--- src/rtl/metrics_window_ctrl_if.sv ---
// Bus between the control register bank (master) and the metrics window sequencer (slave).
// The irq line exists only when CTRL_WINDOW_IRQ_EN is defined.
interface metrics_window_ctrl_if #(
  parameter int TIMEOUT_WIDTH = 32,
  parameter int WIN_CNT_WIDTH = 16
);
  logic                     cfg_valid;
  logic [7:0]               cfg_data;
  logic [TIMEOUT_WIDTH-1:0] timeout_limit;
  logic                     start_evt;
  logic                     stop_evt;
  logic                     cnt_en;
  logic                     cnt_clear;
  logic                     busy;
  logic                     done;
  logic                     timeout;
  logic [WIN_CNT_WIDTH-1:0] win_count;
  logic [1:0]               state_o;
`ifdef CTRL_WINDOW_IRQ_EN
  logic                     irq;
`endif

  modport master (
    output cfg_valid, cfg_data, timeout_limit, start_evt, stop_evt,
    input  cnt_en, cnt_clear, busy, done, timeout, win_count, state_o
`ifdef CTRL_WINDOW_IRQ_EN
    , input irq
`endif
  );

  modport slave (
    input  cfg_valid, cfg_data, timeout_limit, start_evt, stop_evt,
    output cnt_en, cnt_clear, busy, done, timeout, win_count, state_o
`ifdef CTRL_WINDOW_IRQ_EN
    , output irq
`endif
  );
endinterface

--- src/rtl/metrics_window_ctrl.sv ---
// Measurement window sequencer: turns command bytes into metrics counter enable/clear strobes.
// Optional window-done interrupt is built when CTRL_WINDOW_IRQ_EN is defined.
module metrics_window_ctrl #(
  parameter int TIMEOUT_WIDTH = 32,
  parameter int WIN_CNT_WIDTH = 16
) (
  input  logic                 clk,
  input  logic                 rst,
  metrics_window_ctrl_if.slave bus
);
  typedef enum logic [1:0] {IDLE = 2'd0, ARMED = 2'd1, RUN = 2'd2, DONE = 2'd3} state_t;

  state_t                   r_state, w_state_nxt;
  logic                     r_trig, r_cont, w_trig_nxt, w_cont_nxt;
  logic [TIMEOUT_WIDTH-1:0] r_wd, w_wd_nxt, w_wd_inc;
  logic [WIN_CNT_WIDTH-1:0] r_win, w_win_nxt, w_win_inc;
  logic                     r_done, w_done_nxt, r_to, w_to_nxt;
  logic                     r_cnt_en, r_cnt_clear, r_busy;
  logic                     w_go, w_clr, w_abort, w_expire;
  logic                     w_unused;

  assign w_go     = bus.cfg_valid & bus.cfg_data[0];
  assign w_clr    = bus.cfg_valid & bus.cfg_data[1];
  assign w_abort  = bus.cfg_valid & bus.cfg_data[4];
  assign w_wd_inc = r_wd + TIMEOUT_WIDTH'(1);
  // A limit at or below the current count only matches again after the counter wraps.
  assign w_expire  = (bus.timeout_limit != '0) && (w_wd_inc == bus.timeout_limit);
  assign w_win_inc = (&r_win) ? r_win : (r_win + WIN_CNT_WIDTH'(1));

  always_comb begin
    w_state_nxt = r_state;
    w_trig_nxt  = r_trig;
    w_cont_nxt  = r_cont;
    w_wd_nxt    = r_wd;
    w_win_nxt   = r_win;
    w_done_nxt  = r_done;
    w_to_nxt    = r_to;
    if (w_abort) begin
      w_state_nxt = IDLE;
      w_wd_nxt    = '0;
    end else begin
      case (r_state)
        IDLE, DONE: begin
          if (w_go) begin
            w_trig_nxt  = bus.cfg_data[2];
            w_cont_nxt  = bus.cfg_data[3];
            w_wd_nxt    = '0;
            w_done_nxt  = 1'b0;
            w_to_nxt    = 1'b0;
            w_state_nxt = bus.cfg_data[2] ? ARMED : RUN;
          end else begin
            w_state_nxt = r_state;
          end
        end
        ARMED: begin
          if (bus.start_evt) begin
            w_state_nxt = RUN;
          end else begin
            w_state_nxt = ARMED;
          end
        end
        RUN: begin
          // stop outranks a simultaneous watchdog expiry
          if (bus.stop_evt) begin
            w_win_nxt = w_win_inc;
            w_wd_nxt  = '0;
            if (r_cont && r_trig) begin
              w_state_nxt = ARMED;
            end else begin
              w_state_nxt = DONE;
              w_done_nxt  = 1'b1;
            end
          end else if (w_expire) begin
            w_win_nxt   = w_win_inc;
            w_wd_nxt    = '0;
            w_state_nxt = DONE;
            w_done_nxt  = 1'b1;
            w_to_nxt    = 1'b1;
          end else begin
            w_wd_nxt = w_wd_inc;
          end
        end
        default: w_state_nxt = IDLE;
      endcase
    end
  end

  // State, sticky flags and registered counter strobes; clear overrides the window result.
  always_ff @(posedge clk or posedge rst) begin
    if (rst) begin
      r_state     <= IDLE;
      r_trig      <= 1'b0;
      r_cont      <= 1'b0;
      r_wd        <= '0;
      r_win       <= '0;
      r_done      <= 1'b0;
      r_to        <= 1'b0;
      r_cnt_en    <= 1'b0;
      r_cnt_clear <= 1'b0;
      r_busy      <= 1'b0;
    end else begin
      r_state     <= w_state_nxt;
      r_trig      <= w_trig_nxt;
      r_cont      <= w_cont_nxt;
      r_wd        <= w_wd_nxt;
      r_win       <= w_clr ? '0 : w_win_nxt;
      r_done      <= w_clr ? 1'b0 : w_done_nxt;
      r_to        <= w_clr ? 1'b0 : w_to_nxt;
      r_cnt_en    <= (w_state_nxt == RUN);
      r_cnt_clear <= w_clr;
      r_busy      <= (w_state_nxt == ARMED) || (w_state_nxt == RUN);
    end
  end

`ifdef CTRL_WINDOW_IRQ_EN
  logic r_irq;
  logic w_irq_set, w_irq_clr;

  assign w_irq_set = (w_state_nxt == DONE) && (r_state != DONE);
  assign w_irq_clr = bus.cfg_valid & (bus.cfg_data[5] | bus.cfg_data[1]);

  // Interrupt latch; a new DONE entry beats a same-cycle acknowledge.
  always_ff @(posedge clk or posedge rst) begin
    if (rst) begin
      r_irq <= 1'b0;
    end else if (w_irq_set) begin
      r_irq <= 1'b1;
    end else if (w_irq_clr) begin
      r_irq <= 1'b0;
    end else begin
      r_irq <= r_irq;
    end
  end

  assign bus.irq  = r_irq;
  assign w_unused = ^bus.cfg_data[7:6];
`else
  assign w_unused = ^bus.cfg_data[7:5];
`endif

  assign bus.cnt_en    = r_cnt_en;
  assign bus.cnt_clear = r_cnt_clear;
  assign bus.busy      = r_busy;
  assign bus.done      = r_done;
  assign bus.timeout   = r_to;
  assign bus.win_count = r_win;
  assign bus.state_o   = r_state;
endmodule
--- src/flat_wrapper.sv ---
// flat-port wrapper written by rule: the top's interface ports become plain ports
module metrics_window_ctrl_flat 
#(
  parameter int TIMEOUT_WIDTH = 32,
  parameter int WIN_CNT_WIDTH = 16
)
  (clk, rst, bus_cfg_valid, bus_cfg_data, bus_timeout_limit, bus_start_evt, bus_stop_evt, bus_cnt_en, bus_cnt_clear, bus_busy, bus_done, bus_timeout, bus_win_count, bus_state_o);
  metrics_window_ctrl_if #(.TIMEOUT_WIDTH(TIMEOUT_WIDTH), .WIN_CNT_WIDTH(WIN_CNT_WIDTH)) bus_i ();
  input  logic clk;
  input  logic rst;
  input wire logic [$bits(bus_i.cfg_valid)-1:0] bus_cfg_valid;
  input wire logic [$bits(bus_i.cfg_data)-1:0] bus_cfg_data;
  input wire logic [$bits(bus_i.timeout_limit)-1:0] bus_timeout_limit;
  input wire logic [$bits(bus_i.start_evt)-1:0] bus_start_evt;
  input wire logic [$bits(bus_i.stop_evt)-1:0] bus_stop_evt;
  output wire logic [$bits(bus_i.cnt_en)-1:0] bus_cnt_en;
  output wire logic [$bits(bus_i.cnt_clear)-1:0] bus_cnt_clear;
  output wire logic [$bits(bus_i.busy)-1:0] bus_busy;
  output wire logic [$bits(bus_i.done)-1:0] bus_done;
  output wire logic [$bits(bus_i.timeout)-1:0] bus_timeout;
  output wire logic [$bits(bus_i.win_count)-1:0] bus_win_count;
  output wire logic [$bits(bus_i.state_o)-1:0] bus_state_o;
  assign bus_i.cfg_valid = bus_cfg_valid;
  assign bus_i.cfg_data = bus_cfg_data;
  assign bus_i.timeout_limit = bus_timeout_limit;
  assign bus_i.start_evt = bus_start_evt;
  assign bus_i.stop_evt = bus_stop_evt;
  assign bus_cnt_en = bus_i.cnt_en;
  assign bus_cnt_clear = bus_i.cnt_clear;
  assign bus_busy = bus_i.busy;
  assign bus_done = bus_i.done;
  assign bus_timeout = bus_i.timeout;
  assign bus_win_count = bus_i.win_count;
  assign bus_state_o = bus_i.state_o;
  metrics_window_ctrl #(.TIMEOUT_WIDTH(TIMEOUT_WIDTH), .WIN_CNT_WIDTH(WIN_CNT_WIDTH)) u_core (.clk(clk), .rst(rst), .bus(bus_i));
endmodule
--- config.mk ---
export PLATFORM = sky130hd
export DESIGN_NAME = metrics_window_ctrl_flat
export DESIGN_NICKNAME = d
export VERILOG_FILES = /design/src/rtl/metrics_window_ctrl_if.sv /design/src/rtl/metrics_window_ctrl.sv /design/src/flat_wrapper.sv
export SDC_FILE = /design/constraint.sdc
export NUM_CORES = 1
export LEC_CHECK = 0
export CAP_MARGIN = 20
export CELL_PAD_IN_SITES_DETAIL_PLACEMENT = 0
export CELL_PAD_IN_SITES_GLOBAL_PLACEMENT = 1
export CORE_ASPECT_RATIO = 0.5
export CORE_MARGIN = 2
export CORE_UTILIZATION = 41
export CTS_CLUSTER_SIZE = 20
export DETAILED_ROUTE_END_ITERATION = 8
export GPL_TIMING_DRIVEN = 0
export PLACE_DENSITY = 0.87
export SLEW_MARGIN = 20
export SYNTH_ARGS = -nofsm -noshare
export SYNTH_HDL_FRONTEND = slang
export SYNTH_SLANG_ARGS = --single-unit
export TNS_END_PERCENT = 100
--- constraint.sdc ---
create_clock -name clk -period 5 [get_ports clk]
set_clock_uncertainty 0.2 [all_clocks]
set_input_delay 1 -clock clk [delete_from_list [all_inputs] [get_ports clk]]
set_output_delay 1 -clock clk [all_outputs]
set_load 0.03 [all_outputs]
==> metrics.md <==
| Metric | Value |
|---|---|
| Vias in the first global route | `4138` |
| Gr ovfl total | `0` |
| Post-synth EDFFs | `0` |
| H-tree levels | `3` |
| Prevailing post-synth register cell | `dfrtp_1` |
| Final Cycle Share | `90.7%` |
| Post-Place Cells | `739` |
| Slowest cell on crit path | `nor3_1` |
| Largest family of logic cells by synthesized area | `simple AND/OR/NAND/NOR gates` |
| Asr flop ratio synth | `100%` |
| Clk_lat worst skew | `0.34 ns` |
| Post-synthesis simple-gate area fraction | `32.8%` |
| Worst path max stage delay | `0.78 ns` |
| Max Slew Vio Count | `0` |
| DRT iter0 DRCs | `291` |
| First-pass detailed-route iteration total | `6` |
| YS warnings | `0` |
| Worst path required time | `4.98 ns` |
| RSZ-0062 raised after global routing | `false` |
| Post-CTS Setup Repair Bufs | `0` |
| Footprint of the multi-input gates | `2710 µm²` |
| Largest delay share family, worst path | `simple AND/OR/NAND/NOR gates` |
| Initial antenna violation count | `0` |
| Largest net degree at the start of global routing | `35` |
| Layout Nets | `660` |
| Critical path cell sequence | `buf_2, nand4_1, nor3_1, nand3_1, xnor2_1, a2111o_1, nor4_4, and2_1, or3_4, clkbuf_1, o311ai_0` |
| CP Capture Type | `register` |
| Via-to-Cell Ratio | `5.89` |
| Core area | `10300 µm²` |
| Starting Density | `42.4%` |
| Total global-route track usage | `24.1%` |
| Hold Crit Class | `reg2reg` |
| Met1 WL | `6.59 mm` |
| Post-route minimum period | `4.54 ns` |
| Leak | `0.00211 µW` |
| Total number of vias | `4447` |
| Post-CTS Resized | `0` |
| Arrival @ worst endpoint | `4.52 ns` |
| Routed Antenna Nets | `0` |
| Fillers | `1005` |
| Die W | `150 µm` |
| Mapped cell area | `4360 µm²` |
| WL/cell | `17.7 µm` |
| Num Clock Sinks | `57` |
| DRC viols | `0` |
| TritonCTS clock tree | `yes` |
| Util after Layout | `53.4%` |
| Layout cells sized above 1 | `7.64%` |
| Critical path launch point type | `register` |
| Clock root buffer master | `clkbuf_16` |
| Post-synth net total | `584` |
| Row count | `26` |
| Worst Path Buf+Inv | `2` |
| Design Area, Final | `5490 µm²` |
| Yosys top cell area share | `32.7%` |
| Yosys reg bits | `57` |
| CTS clk-pin slew, worst paths | `0.05 ns` |
| GPL Wtd Cong | `0.904` |
| Synth Area in Compound Gates | `17.3%` |
| FF/Latch Area | `1430 µm²` |
| Post-synthesis xor/xnor area fraction | `8.95%` |
| I/O pin count | `68` |
| Outcome | `finished, final reports clean` |
| Max Cap Viol | `0` |
| Final setup fails | `0` |
| Synth cell types | `62` |
| CTS Buf Count | `9` |
| Met2 WL post-DR | `5.55 mm` |
| Post-DP Area | `5200 µm²` |
| Routed WL | `13.4 mm` |
| Slew HR | `44.3%` |
| Syn_area_per_cell | `8.17 µm²` |
| Register area share after synthesis | `32.7%` |
| Die area | `11500 µm²` |
| Area Overhead vs Synth | `25.9%` |
| Hold Fails Final Rpt | `0` |
| Die height | `76.9 µm` |
| Synth Area in Adders | `1.43%` |
| Max Fclk | `220 MHz` |
| Final cell count without fillers | `755` |
| Worst Tran Pin Value | `0.830 ns` |
| IO buf count | `64` |
| Final Total Pwr | `1680 µW` |
| Setup TNS | `0 ns` |
| Reg2Reg Setup Slack | `0.46 ns` |
| Post-synthesis mux area share | `1.66%` |
| Top Metal Used | `met4` |
| Hpwl dp | `9.65 mm` |
| Met3 wire length | `1.13 mm` |
| Pwr dens | `305 nW/µm²` |
| Max clock buf depth | `2` |
| First-pass GRT wire length | `21.8 mm` |
| Area leader, netlist | `dfrtp_1` |
| Maximum vdd ir drop | `0.227 mV` |
| Critical Path Fanout Max | `10` |
| Area contributors post-synth | `dfrtp_1 33%, nand3_1 6.0%, nand2_1 5.5%` |
| CP Class | `reg2reg` |
| Most frequent cells in the layout | `64 x nand2_1, 64 x clkdlybuf4s50_1, 57 x dfrtp_1, 52 x nand3_1, 27 x a21oi_1` |
| Post-Synthesis Cells | `534` |
| Ant diodes | `0` |
| Post-cts hold buffer count | `0` |
registers in the layout, indices dropped and copies added (netlist names):
signal                cells
u_core.bus.busy           1
u_core.bus.cnt_clear      1
u_core.bus.cnt_en         1
u_core.bus.done           1
u_core.bus.state_o        2
u_core.bus.timeout        1
u_core.bus.win_count     16
u_core.r_cont             1
u_core.r_trig             1
u_core.r_wd              32
worst paths after layout:
path / endpoint / start / cells after the start
min in group asynchronous: u_core.r_wd[31] / rst / 2
min: u_core.r_trig / u_core.r_trig / 1
max reg2reg: u_core.r_wd[18] / u_core.r_wd[3] / 11
min reg2reg: u_core.r_trig / u_core.r_trig / 1
max in group asynchronous: u_core.bus.cnt_en / rst / 3
max: u_core.r_wd[18] / u_core.r_wd[3] / 11
through the flow:
| stage | setup slack [ns] | hold WS [ns] |
|---|---|---|
| finish | 0.463 | 0.307 |
| CTS | 0.500 | 0.309 |
| floorplan | 1.37 | 0.280 |
| detailed placement | 0.360 | 0.288 |
| global placement | 0.425 | 0.288 |
| global route | 0.0987 | 0.332 |
cells by family after synthesis:
family	count (synthesis)
AND/OR/NAND/NOR	262
XOR/XNOR	43
flip-flops	57
multiplexers	7
buffers and inverters	51
AO/OA/AOI/OAI	109
adder cells (fa/ha/maj)	5
where the power goes:
part / internal [µW] / switching, µW / total [µW]
Sequential: 500 / 31.2 / 531
Clock: 385 / 236 / 620
Combinational: 189 / 335 / 524
area by class of cell:
| cell class | count | share of cell area (%) |
|---|---|---|
| inverter | 14 | 1.00 |
| sequential | 57 | 26.0 |
| tap | 140 | 3.19 |
| timing repair buffer | 65 | 12.0 |
| buffer | 37 | 3.10 |
| multi-input combinational | 426 | 49.4 |
| clock buffer | 11 | 4.24 |
| clock inverter | 5 | 1.03 |
cell usage after synthesis, types with 5 or more instances:
master / number
o21ai_0: 26
nor4_1: 14
clkbuf_1: 18
nand3_1: 52
a21oi_1: 27
and2_1: 8
buf_2: 15
nor3_1: 13
inv_1: 14
or4_1: 6
o31ai_1: 6
xor2_1: 16
or3_1: 14
nor2b_1: 6
and3_1: 19
xnor2_1: 26
nand4_1: 22
nor2_1: 21
dfrtp_1: 57
nand2_1: 64
ha_1: 5
o311ai_0: 19
and4_1: 5
mux2i_1: 5
metal layers:
layer / track usage (%) / up-vias
li1: - / 2146
met3: 6.19 / 12
met5: 0 / -
met1: 36.1 / 2099
met4: 5.57 / 0
met2: 34.2 / 190
Power figures use the tool's default switching activity.
==> variant, RTL diff (config.mk and constraints unchanged) <==
`WIN_CNT_WIDTH` is set to 16 in 3 places; all go to 32.
--- a/src/rtl/metrics_window_ctrl_if.sv
+++ b/src/rtl/metrics_window_ctrl_if.sv
@@ -2,7 +2,7 @@
 // The irq line exists only when CTRL_WINDOW_IRQ_EN is defined.
 interface metrics_window_ctrl_if #(
   parameter int TIMEOUT_WIDTH = 32,
-  parameter int WIN_CNT_WIDTH = 16
+  parameter int WIN_CNT_WIDTH = 32
 );
   logic                     cfg_valid;
   logic [7:0]               cfg_data;
--- a/src/rtl/metrics_window_ctrl.sv
+++ b/src/rtl/metrics_window_ctrl.sv
@@ -2,7 +2,7 @@
 // Optional window-done interrupt is built when CTRL_WINDOW_IRQ_EN is defined.
 module metrics_window_ctrl #(
   parameter int TIMEOUT_WIDTH = 32,
-  parameter int WIN_CNT_WIDTH = 16
+  parameter int WIN_CNT_WIDTH = 32
 ) (
   input  logic                 clk,
   input  logic                 rst,
--- a/src/flat_wrapper.sv
+++ b/src/flat_wrapper.sv
@@ -2,7 +2,7 @@
 module metrics_window_ctrl_flat 
 #(
   parameter int TIMEOUT_WIDTH = 32,
-  parameter int WIN_CNT_WIDTH = 16
+  parameter int WIN_CNT_WIDTH = 32
 )
   (clk, rst, bus_cfg_valid, bus_cfg_data, bus_timeout_limit, bus_start_evt, bus_stop_evt, bus_cnt_en, bus_cnt_clear, bus_busy, bus_done, bus_timeout, bus_win_count, bus_state_o);
   metrics_window_ctrl_if #(.TIMEOUT_WIDTH(TIMEOUT_WIDTH), .WIN_CNT_WIDTH(WIN_CNT_WIDTH)) bus_i ();
Interface: changed (resized bus_win_count); port bits go from 68 to 84. The function was not compared with the original's and may differ.
==> variant against the unedited design <==
Critical path depth up 2; first-iteration DRC count up 55%; synthesized area up 22%; setup slack worse by 0.12 ns; utilization down 0.13 points; cell area up 23%; power up 21%; combinational power up 4.6%; wire length up 23%; non-clock buffer count up 26; sequential cell count up 16; critical path type unchanged; critical endpoint is now u_core.bus.busy; largest power group unchanged; highest routed layer unchanged.
==> variant: results (changes against the unedited design) <==
| Metric | Value |
|---|---|
| Syn Inst Count | 637 (was 534) |
| HP Class | flop to flop (unchanged) |
| Post-Syn Nets | 687 (was 584) |
| Post-synthesis adder-cell area fraction | 0.0117 (was 0.0143) |
| Fill count | 1234 (was 1005) |
| Worst Tran Pin Value | 0.634 ns (was 0.830 ns) |
| # nets final | 778 (was 660) |
| Clk pin slew, worst setup/hold paths | 0.06 ns |
| Gp weighted congestion | 0.940 (was 0.904) |
| Placed cells | 887 (was 739) |
| Area contributors post-synth | dfrtp_1 (34%), nand4_1 (5.3%), xnor2_1 (4.8%) (was dfrtp_1 (33%), nand3_1 (6.0%), nand2_1 (5.5%)) |
| Routed WL | 16500 um (was 13400 um) |
| Port Buffers | 79 (was 64) |
| WL/cell | 18.3 um (was 17.7 um) |
| Share of cells above drive strength 1 | 0.0791 (was 0.0764) |
| Post-DP HPWL | 12100 um (was 9650 um) |
| Grt total ovfl | 0 (unchanged) |
| Drt first-iter violations | 451 (was 291) |
| Htree depth | 3 (unchanged) |
| Vias per inst | 6.09 (was 5.89) |
| Synth cell count leaders | dfrtp_1 (73), nand2_1 (54), nand3_1 (46) (was nand2_1 (64), dfrtp_1 (57), nand3_1 (52)) |
| Global-route wire length before repair | 26700 um (was 21800 um) |
| R2r worst-path depth | 13 (was 11) |
| Finished Cell Area | 6760 um^2 (was 5490 um^2) |
| Status | complete, no violations (unchanged) |
| Synth cell types | 60 (was 62) |
| Worst vdd ir | 0.192 mV (was 0.227 mV) |
| Pre-Repair DR Iteration Count | 5 (was 6) |
| Placement Cell Area | 6370 um^2 (was 5200 um^2) |
| Vias in the first global route | 5177 (was 4138) |
| XOR/XNOR Fraction of Synth Area | 0.0738 (was 0.0895) |
| Primary FF master, synth | dfrtp_1 (unchanged) |
| Largest net degree at the start of global routing | 55 (was 35) |
| Leakage power | 2.51 nW (was 2.11 nW) |
| GRT Total Usage | 0.243 (was 0.241) |
| Synth Area in Compound Gates | 0.182 (was 0.173) |
| Sequential share of the synthesized area | 0.342 (was 0.327) |
| Worst Path Arrival | 4.69 ns (was 4.52 ns) |
| Post-synthesis mux area share | 0.0176 (was 0.0166) |
==> variant: where the power goes <==
| part | switching (mW) | internal, mW | total [mW] |
|---|---|---|---|
| Sequential | 0.0296 | 0.626 | 0.656 |
| Combinational | 0.360 | 0.188 | 0.548 |
| Clock | 0.270 | 0.555 | 0.825 |
==> variant: repair_timing <==
item | in CTS | in global routing
gates resized for setup | 0 | 2
setup endpoints to repair | 0 | 13
buffers inserted | 0 | 0
==> variant: worst paths after layout <==
path / endpoint / slack (ns) / startpoint
worst max-delay path: u_core.bus.busy / 0.34 / u_core.r_wd[0]
worst min-delay path: u_core.r_wd[14] / 0.32 / u_core.r_wd[14]
worst max register to register: u_core.bus.busy / 0.34 / u_core.r_wd[0]
worst min register to register: u_core.r_wd[14] / 0.32 / u_core.r_wd[14]
max in group asynchronous: u_core.r_wd[7] / 3.27 / rst
min in group asynchronous: u_core.r_wd[4] / 0.77 / rst
==> variant: final cells by class <==
cell class,count,share of cell area
tap,170,0.0315
clock inverter,6,0.0204
inverter,25,0.0142
sequential,73,0.270
multi-input combinational,491,0.476
timing repair buffer,80,0.121
buffer,48,0.0318
clock buffer,10,0.0353
==> variant: per-layer routing <==
layer,track usage,vias to the layer above,wire length (um)
met5,0,-,0
met4,0.0549,0,193
met3,0.0509,18,1070
met2,0.378,186,7410
met1,0.349,2685,7820
li1,-,2613,-
==> variant: kinds of logic (layout without fill, tap and decap cells) <==
logic type | Yosys count | after routing
AO/OA/AOI/OAI | 145 | 145
XOR/XNOR | 45 | 45
adder cells (fa/ha/maj) | 5 | 5
buffers and inverters | 73 | 169
flip-flops | 73 | 73
multiplexers | 9 | 9
AND/OR/NAND/NOR | 287 | 287
==> variant: worst max-delay path: stages, from the launching register on <==
cell	delay, ns
dfrtp_1	0.46
ha_1	0.37
nand3_2	0.22
or4_1	0.66
or3_4	0.45
o21ai_0	0.25
a221oi_2	0.15
a31oi_1	0.21
buf_2	0.27
clkbuf_1	0.49
buf_2	0.35
a31oi_1	0.15
ha_1	0.29
inv_1	0.03
==> variant: through the flow <==
step	hold WS [ns]	worst slack (ns)
2_1_floorplan	0.290	1.17
6_report	0.318	0.340
3_3_place_gp	0.308	-0.00812
3_5_place_dp	0.312	-0.0318
4_1_cts	0.320	0.283
5_1_grt	0.349	0.0650
